$ cat src/rtl/rf_port_ctrl.sv
// rf_port_ctrl
// Operand-fetch / write-back sequencer for the RV32I multi-cycle core. It is
// the only agent that drives the register file's address, data and write
// enable inputs.
//
// Sequence per instruction: IDLE (accept) -> READ (capture rs1/rs2 data) ->
// ISSUE (present operands) -> WAIT_RES (capture result) -> WRITE (commit).
//
// Optional feature macro: RF_FAST_WB_EN
//   defined   : req_ready is also high in WRITE; a request accepted there goes
//               straight to READ while the write commits at the same edge.
//   undefined : req_ready is high only in IDLE.
//
// Handshakes: a transfer happens on a rising clock edge where valid && ready
// are both high; once valid is raised it stays high, with its data stable,
// until that transfer happens.
//
// Ports:
//   clock, reset             core clock; synchronous active-high reset
//   req_valid/req_ready      instruction handshake, req_instr = instruction word
//   op_valid/op_ready        operand handshake to execute, op_a/op_b = operands
//   res_valid/res_data/res_wen  result from execute
//   done                     one-cycle pulse when write-back completes
//   rf_rs1_addr/rf_rs2_addr  register file read addresses
//   rf_rs1_data/rf_rs2_data  asynchronous register file read data
//   rf_rd_addr/rf_rd_data/rf_we  register file write port
//   fsm_state                current FSM state (debug observation)

module rf_port_ctrl (
    input  logic        clock,
    input  logic        reset,
    input  logic        req_valid,
    input  logic [31:0] req_instr,
    output logic        req_ready,
    output logic        op_valid,
    input  logic        op_ready,
    output logic [31:0] op_a,
    output logic [31:0] op_b,
    input  logic        res_valid,
    input  logic [31:0] res_data,
    input  logic        res_wen,
    output logic        done,
    output logic [4:0]  rf_rs1_addr,
    output logic [4:0]  rf_rs2_addr,
    output logic [4:0]  rf_rd_addr,
    input  logic [31:0] rf_rs1_data,
    input  logic [31:0] rf_rs2_data,
    output logic [31:0] rf_rd_data,
    output logic        rf_we,
    output logic [2:0]  fsm_state
);

    typedef enum logic [2:0] {
        S_IDLE     = 3'd0,
        S_READ     = 3'd1,
        S_ISSUE    = 3'd2,
        S_WAIT_RES = 3'd3,
        S_WRITE    = 3'd4
    } state_t;

    state_t      state_q;
    state_t      state_d;
    logic        accept;

    logic [4:0]  rs1_q;
    logic [4:0]  rs2_q;
    logic [4:0]  rd_q;
    logic [31:0] op_a_q;
    logic [31:0] op_b_q;
    logic [31:0] res_q;
    logic        wen_q;

    always_ff @(posedge clock) begin
        if (reset) begin
            state_q <= S_IDLE;
            rs1_q   <= '0;
            rs2_q   <= '0;
            rd_q    <= '0;
            op_a_q  <= '0;
            op_b_q  <= '0;
            res_q   <= '0;
            wen_q   <= 1'b0;
        end else begin
            state_q <= state_d;
            if (accept) begin
                rs1_q <= req_instr[19:15];
                rs2_q <= req_instr[24:20];
                rd_q  <= req_instr[11:7];
            end
            if (state_q == S_READ) begin
                op_a_q <= rf_rs1_data;
                op_b_q <= rf_rs2_data;
            end
            // A res_valid seen in ISSUE (even alongside the operand
            // handshake) belongs to no instruction yet and is dropped.
            if (state_q == S_WAIT_RES && res_valid) begin
                res_q <= res_data;
                wen_q <= res_wen;
            end
        end
    end

    always_comb begin
        state_d   = state_q;
        accept    = 1'b0;
        req_ready = 1'b0;
        op_valid  = 1'b0;
        done      = 1'b0;
        rf_we     = 1'b0;
        case (state_q)
            S_IDLE: begin
                req_ready = 1'b1;
                if (req_valid) begin
                    accept  = 1'b1;
                    state_d = S_READ;
                end
            end
            S_READ: begin
                state_d = S_ISSUE;
            end
            S_ISSUE: begin
                op_valid = 1'b1;
                if (op_ready) begin
                    state_d = S_WAIT_RES;
                end
            end
            S_WAIT_RES: begin
                if (res_valid) begin
                    state_d = S_WRITE;
                end
            end
            S_WRITE: begin
                // Gating with reset keeps an aborted instruction from
                // committing or signalling completion in the reset cycle.
                done    = ~reset;
                rf_we   = wen_q && (rd_q != 5'd0) && !reset;
                state_d = S_IDLE;
`ifdef RF_FAST_WB_EN
                // The new fields are latched at the commit edge; the commit
                // itself uses the values held during this cycle, and the new
                // READ happens after it, so read-after-write stays correct.
                req_ready = 1'b1;
                if (req_valid) begin
                    accept  = 1'b1;
                    state_d = S_READ;
                end
`endif
            end
            default: begin
                state_d = S_IDLE;
            end
        endcase
    end

    // Address and data outputs come straight from registers in every state.
    assign rf_rs1_addr = rs1_q;
    assign rf_rs2_addr = rs2_q;
    assign rf_rd_addr  = rd_q;
    assign rf_rd_data  = res_q;
    assign op_a        = op_a_q;
    assign op_b        = op_b_q;
    assign fsm_state   = state_q;

endmodule

$ cat config.mk
export PLATFORM = sky130hd
export DESIGN_NAME = rf_port_ctrl
export DESIGN_NICKNAME = d
export VERILOG_FILES = /design/src/rtl/rf_port_ctrl.sv
export SDC_FILE = /design/constraint.sdc
export NUM_CORES = 1
export LEC_CHECK = 0
export CAP_MARGIN = 0
export CELL_PAD_IN_SITES_DETAIL_PLACEMENT = 1
export CELL_PAD_IN_SITES_GLOBAL_PLACEMENT = 2
export CORE_ASPECT_RATIO = 1.5
export CORE_MARGIN = 2
export CORE_UTILIZATION = 25
export DETAILED_ROUTE_END_ITERATION = 16
export GPL_TIMING_DRIVEN = 0
export PLACE_DENSITY = 0.95
export SLEW_MARGIN = 20
export SYNTH_ARGS = -nofsm -noshare
export SYNTH_HDL_FRONTEND = slang
export SYNTH_SLANG_ARGS = --single-unit
$ cat constraint.sdc
create_clock -name clock -period 2.5 [get_ports clock]
set_input_delay 0.375 -clock clock [delete_from_list [all_inputs] [get_ports clock]]
set_output_delay 0.375 -clock clock [all_outputs]
set_load 0.01 [all_outputs]
==> results of run 1 <==
==> where the power goes <==
| group | leakage [uW] | total (uW) | switching, uW | internal [uW] |
|---|---|---|---|---|
| sequential | 0.000935 | 2000 | 58.5 | 1940 |
| combinational | 0.00179 | 898 | 348 | 550 |
| clock | 0.000265 | 2200 | 853 | 1350 |
==> layer usage <==
metal  part of all wire, %  vias up
li1                      -     2144
met4                   2.9        0
met3                   5.1       23
met2                    55      132
met1                    37     2093
met5                     0        -
==> flip-flops by register name, indices dropped and copies added (netlist names) <==
signal	count
fsm_state	3
op_a	32
op_b	32
rf_rd_addr	5
rf_rd_data	32
rf_rs1_addr	5
rf_rs2_addr	5
wen_q	1
==> path summary, 6_finish.rpt <==
path                 from  slack [ps]  cells past startpoint             end
min reg2reg       op_b[0]         470                      2         op_b[0]
min               op_b[0]         470                      2         op_b[0]
max reg2reg  fsm_state[0]         920                      5  rf_rd_data[26]
max          fsm_state[0]         100                      4           rf_we
==> metrics by stage <==
step           power [uW]  hold slack (ps)  cell area [um^2]  util (%)  setup slack, ps
3_3_place_gp         2930              456              7860      38.5              219
4_1_cts              5190              476              8390      41.1             45.9
5_1_grt              5330              492              8410      41.2             11.1
2_1_floorplan        2440              449              5190         -              707
6_report             5100              472              8410      41.2              103
3_5_place_dp         2950              463              7860      38.5              161
==> worst reg2reg max path, stage by stage, from the launching register on <==
cell,delay (ps)
dfxtp_1,390
buf_4,210
and4b_1,200
buf_2,220
buf_4,270
mux2i_1,220
==> layout by cell type, fill, tap and decap left out, types with 2 or more instances in the layout <==
master / instances
clkdlybuf4s50_1: 233
nor3_1: 2
diode_2: 2
nor4b_4: 2
clkbuf_1: 28
mux2i_1: 112
buf_4: 6
buf_6: 8
nand2b_1: 224
clkbuf_16: 17
clkbuf_8: 4
clkinv_2: 6
dfxtp_1: 115
==> cell families after synthesis <==
| family | after synthesis | synth area share [%] |
|---|---|---|
| and+or+nand+nor | 236 | 29.0 |
| DFF | 115 | 44.3 |
| muxes | 112 | 21.6 |
| buffers and inverters | 40 | 4.46 |
| AOI/OAI and AO/OA | 4 | 0.602 |
==> cell type report <==
type                    count  area, um^2  area share [%]
multi-input cells         352        2670            31.8
repair buffers            234        2340            27.8
flip-flops and latches    115        2300            27.4
clock buffers              24         492            5.85
well taps                 264         330            3.93
plain buffers              40         234            2.78
clock inverters             6        30.0           0.357
diodes                      2        5.00          0.0595
==> what timing repair did <==
action                                  in CTS  in global routing
hold endpoints to repair                     0                  0
buffers inserted                             0                  1
cloned                                       0                  0
endpoints found under the setup margin       2                  1
pin swaps                                    0                  0
resized for setup                            2                  1
==> flow_summary.json, run 1 <==
{
  "setup_tns_ps": 0,
  "cp-end-kind": "primary output",
  "cts.sinks": 115,
  "drv_cap": 0,
  "dp_hpwl_um": 12500,
  "dp.cells": 1004,
  "vias": 4392,
  "cts_tree": "yes",
  "synthArstFlopShare_pct": 0,
  "final_cells": 1037,
  "hp-class": "reg2reg",
  "grt_pass1_vias": 4825,
  "critical_path_required_ps": 2120,
  "die_w_um": 122,
  "syn_inst": 507,
  "wl_um": 16600,
  "fin_skew_ps": 6.72,
  "dr.pass1.iters": 4,
  "dieHeight_um": 181,
  "track_usage_pct": 15.6,
  "wl_per_cell_um": 16.0,
  "ys.flop_type": "dfxtp_1",
  "ios": 252,
  "slowest_stage": "clkdlybuf4s50_1",
  "drc": 0,
  "rsz0062_at_grt": "no",
  "fin_crit_ps": 2400,
  "gp_congestion": 0.744,
  "final-hold-violation-count": 0,
  "fillers": 2284,
  "peakVddDrop_mv": 0.412,
  "leakage_uw": 0.00299,
  "relSlewSlack_pct": 52.3,
  "cp_max_fo": 10,
  "tightest_slew_ps": 715,
  "cts_max_level": 4,
  "path_cells": "buf_4 -> nor4b_4 -> o311a_1 -> clkdlybuf4s50_1",
  "p_per_area_nw_per_um2": 606,
  "synth.most_common_cell": "nand2b_1",
  "yosysTopAreaCell": "dfxtp_1",
  "grt_first_pass_wirelength_um": 26300,
  "grt-ovfl-total": 0,
  "clk_latency_ps": 420,
  "syn_avg_cell_area_um2": 10.2,
  "num_rows": 64,
  "fmaxAchievable_ghz": 0.417,
  "grt.met1_usage_pct": 16.1,
  "cp.arrival_ps": 2020,
  "grt_antenna_before_repair": 2,
  "syn-num-nets": 641,
  "cts_root_buffer": "clkbuf_16",
  "max_stage_delay_ps": 540,
  "cts_hold_buffers": 0,
  "initialDrtViolationCount": 93,
  "synth.distinct_cells": 21,
  "critPathLaunchType": "flop",
  "die-area_um2": 22000,
  "synthTopCellsByCount": "nand2b_1, dfxtp_1, mux2i_1, clkbuf_1, buf_6",
  "status": "completed",
  "drv_slew": 0,
  "viasPerCell": 4.24,
  "synth_top_area_share_pct": 44.3,
  "yosys_warnings": 0,
  "use_met2_pct": 28.8,
  "port_buffers": 233,
  "ant_nets": 0,
  "grt_max_degree": 17,
  "grt_most_used_layer": "met2",
  "worst-path-buf-inv": 2,
  "fin_nets": 894,
  "cts-buffers-inserted": 17,
  "syn_to_final_growth_pct": 61.9,
  "synth_edf_count": 0,
  "cts_max_path_buffers": 2,
  "path_class": "reg2out",
  "clkSlewWorstSetupHoldPaths_ps": 50,
  "core-area_um2": 20400,
  "synth_area_leaders": "dfxtp_1, nand2b_1, mux2i_1, clkbuf_1, buf_6",
  "grtUsageMet3_pct": 4.27,
  "start_util_pct": 25.4,
  "cpLargestDelayFamily": "buffers and inverters",
  "setup_viol": 0,
  "drive_gt1_share_pct": 6.10,
  "yosysSeqAreaShare_pct": 44.3,
  "synthesis.area_um2": 5190,
  "timing.final.crit_share_pct": 95.9,
  "synth-seq-cells": 115
}
Power figures use the tool's default switching activity.
==> run 2: changes to the inputs <==
CORE_MARGIN = 5   (was 2)
==> run 2 against run 1 <==
Compared with the run above: clock power is 26% higher; utilization is 0.65 points higher; global-route usage is 1.2 points lower; non-clock buffer count is 1 lower; wire length is 3.7% higher; largest cell class unchanged; highest routed layer unchanged.
==> flow_summary.json, run 2 (synthesized netlist as in run 1, its figures left out) <==
{
  "status": "completed",
  "utilization_pct": 41.8,
  "dr.pass1.iters": 4,
  "setup_tns_ps": 0,
  "clk_latency_ps": 410,
  "cts.sinks": 115,
  "setup_viol": 0,
  "num_rows": 64,
  "final_cell_area_um2": 8540,
  "rsz0062_at_grt": "no",
  "fin_nets": 893,
  "cts_max_level": 4,
  "hp-class": "reg2reg",
  "dpl-instance-area_um2": 7860,
  "drive_gt1_share_pct": 6.22,
  "cp-end-kind": "primary output",
  "leakage_uw": 0.00304,
  "critPathLaunchType": "flop",
  "grt_pass1_vias": 4821,
  "fmaxAchievable_ghz": 0.418,
  "ios": 252,
  "dieHeight_um": 187,
  "track_usage_pct": 14.4,
  "fin_crit_ps": 2390,
  "slowest_stage": "clkdlybuf4s50_1",
  "p_per_area_nw_per_um2": 665,
  "ant_nets": 0,
  "initialDrtViolationCount": 132,
  "timing.final.crit_share_pct": 95.6,
  "wl_um": 17200,
  "dp_hpwl_um": 13200,
  "fin_skew_ps": 5.11,
  "grt_first_pass_wirelength_um": 26700,
  "grt_max_degree": 17,
  "vias": 4425,
  "clkSlewWorstSetupHoldPaths_ps": 50,
  "final-hold-violation-count": 0,
  "peakVddDrop_mv": 0.357,
  "drc": 0,
  "drv_cap": 0,
  "final_cell_mix": "clkdlybuf4s50_1, nand2b_1, dfxtp_1, mux2i_1, clkbuf_1",
  "die_w_um": 128,
  "start_util_pct": 25.4,
  "grt-ovfl-total": 0,
  "grt_antenna_before_repair": 1,
  "gp_congestion": 0.753,
  "tightest_slew_ps": 721,
  "port_buffers": 233,
  "post-cts-setup-buffer-count": 0,
  "wl_per_cell_um": 16.6,
  "drv_slew": 0,
  "cp_max_fo": 10,
  "path_cells": "buf_2 -> nor4b_4 -> o311a_1 -> clkdlybuf4s50_1",
  "relSlewSlack_pct": 51.9,
  "cts-buffers-inserted": 17,
  "cts_max_path_buffers": 2,
  "die-area_um2": 23800,
  "cp.arrival_ps": 2020,
  "core-area_um2": 20400,
  "critical_path_required_ps": 2120,
  "cts_hold_buffers": 0,
  "max_stage_delay_ps": 540,
  "cts_root_buffer": "clkbuf_16",
  "hold_slack_ps": 470,
  "layout_commonest_cell": "clkdlybuf4s50_1",
  "viasPerCell": 4.27,
  "report.power.total_uw": 5680,
  "r2r_slack_ps": 900,
  "path_class": "reg2out",
  "syn_to_final_growth_pct": 64.5,
  "fillers": 2304,
  "cts_tree": "yes"
}
[run 2: cell count changes in the layout (fill, tap and decap cells not counted), sizes merged]
cell / previous run / this run
clkinv: 6 / 3
bufinv: 0 / 6
clkbuf: 50 / 47
diode: 2 / 1
clkinvlp: 0 / 1
[run 2: worst paths after layout]
check,start,endpoint,depth (start not counted)
min,rf_rd_data[16],rf_rd_data[16],2
min reg2reg,rf_rd_data[16],rf_rd_data[16],2
max,fsm_state[2],rf_we,4
max reg2reg,fsm_state[0],rf_rd_data[21],5
[run 2: stage by stage]
| step | setup slack [ps] | std cells |
|---|---|---|
| detailed placement | 220 | 1004 |
| global route | 6.92 | 1037 |
| CTS | 14.9 | 1036 |
| floorplan | 707 | 507 |
| global placement | 159 | 1004 |
| finish | 109 | 1037 |
[run 2: timing repair]
item	in CTS	in global routing
gates cloned	0	0
endpoints found under the hold margin	0	0
endpoints found under the setup margin	1	1
resized for setup	1	1
[run 2: area by class of cell]
cell class / count / area [um^2] / share of cell area, %
Multi-Input combinational cell: 352 / 2670 / 31.3
Clock buffer: 22 / 464 / 5.44
Buffer: 40 / 231 / 2.71
Timing Repair Buffer: 233 / 2330 / 27.3
Clock inverter: 10 / 203 / 2.37
Antenna cell: 1 / 2.50 / 0.0293
Tap cell: 264 / 330 / 3.87
Sequential cell: 115 / 2300 / 27.0
[run 2: layer usage]
metal	wire length (um)	global-route usage (%)	share of wire, %
met5	0	0	0
met4	446	6.05	2.6
met2	9580	27.5	56
met3	895	3.66	5.2
met1	6320	14.5	37
[run 2: worst max-delay path, delay by kind of cell (launching register included)]
kind / cells / cell delay [ps]
AOI/OAI and AO/OA: 1 / 230
buffers and inverters: 2 / 780
and+or+nand+nor: 1 / 270
DFF: 1 / 320
[run 2: report_power, final]
part	switching (uW)	internal (uW)	total (uW)
sequential	58.1	1940	2000
combinational	351	550	901
clock	867	1920	2780
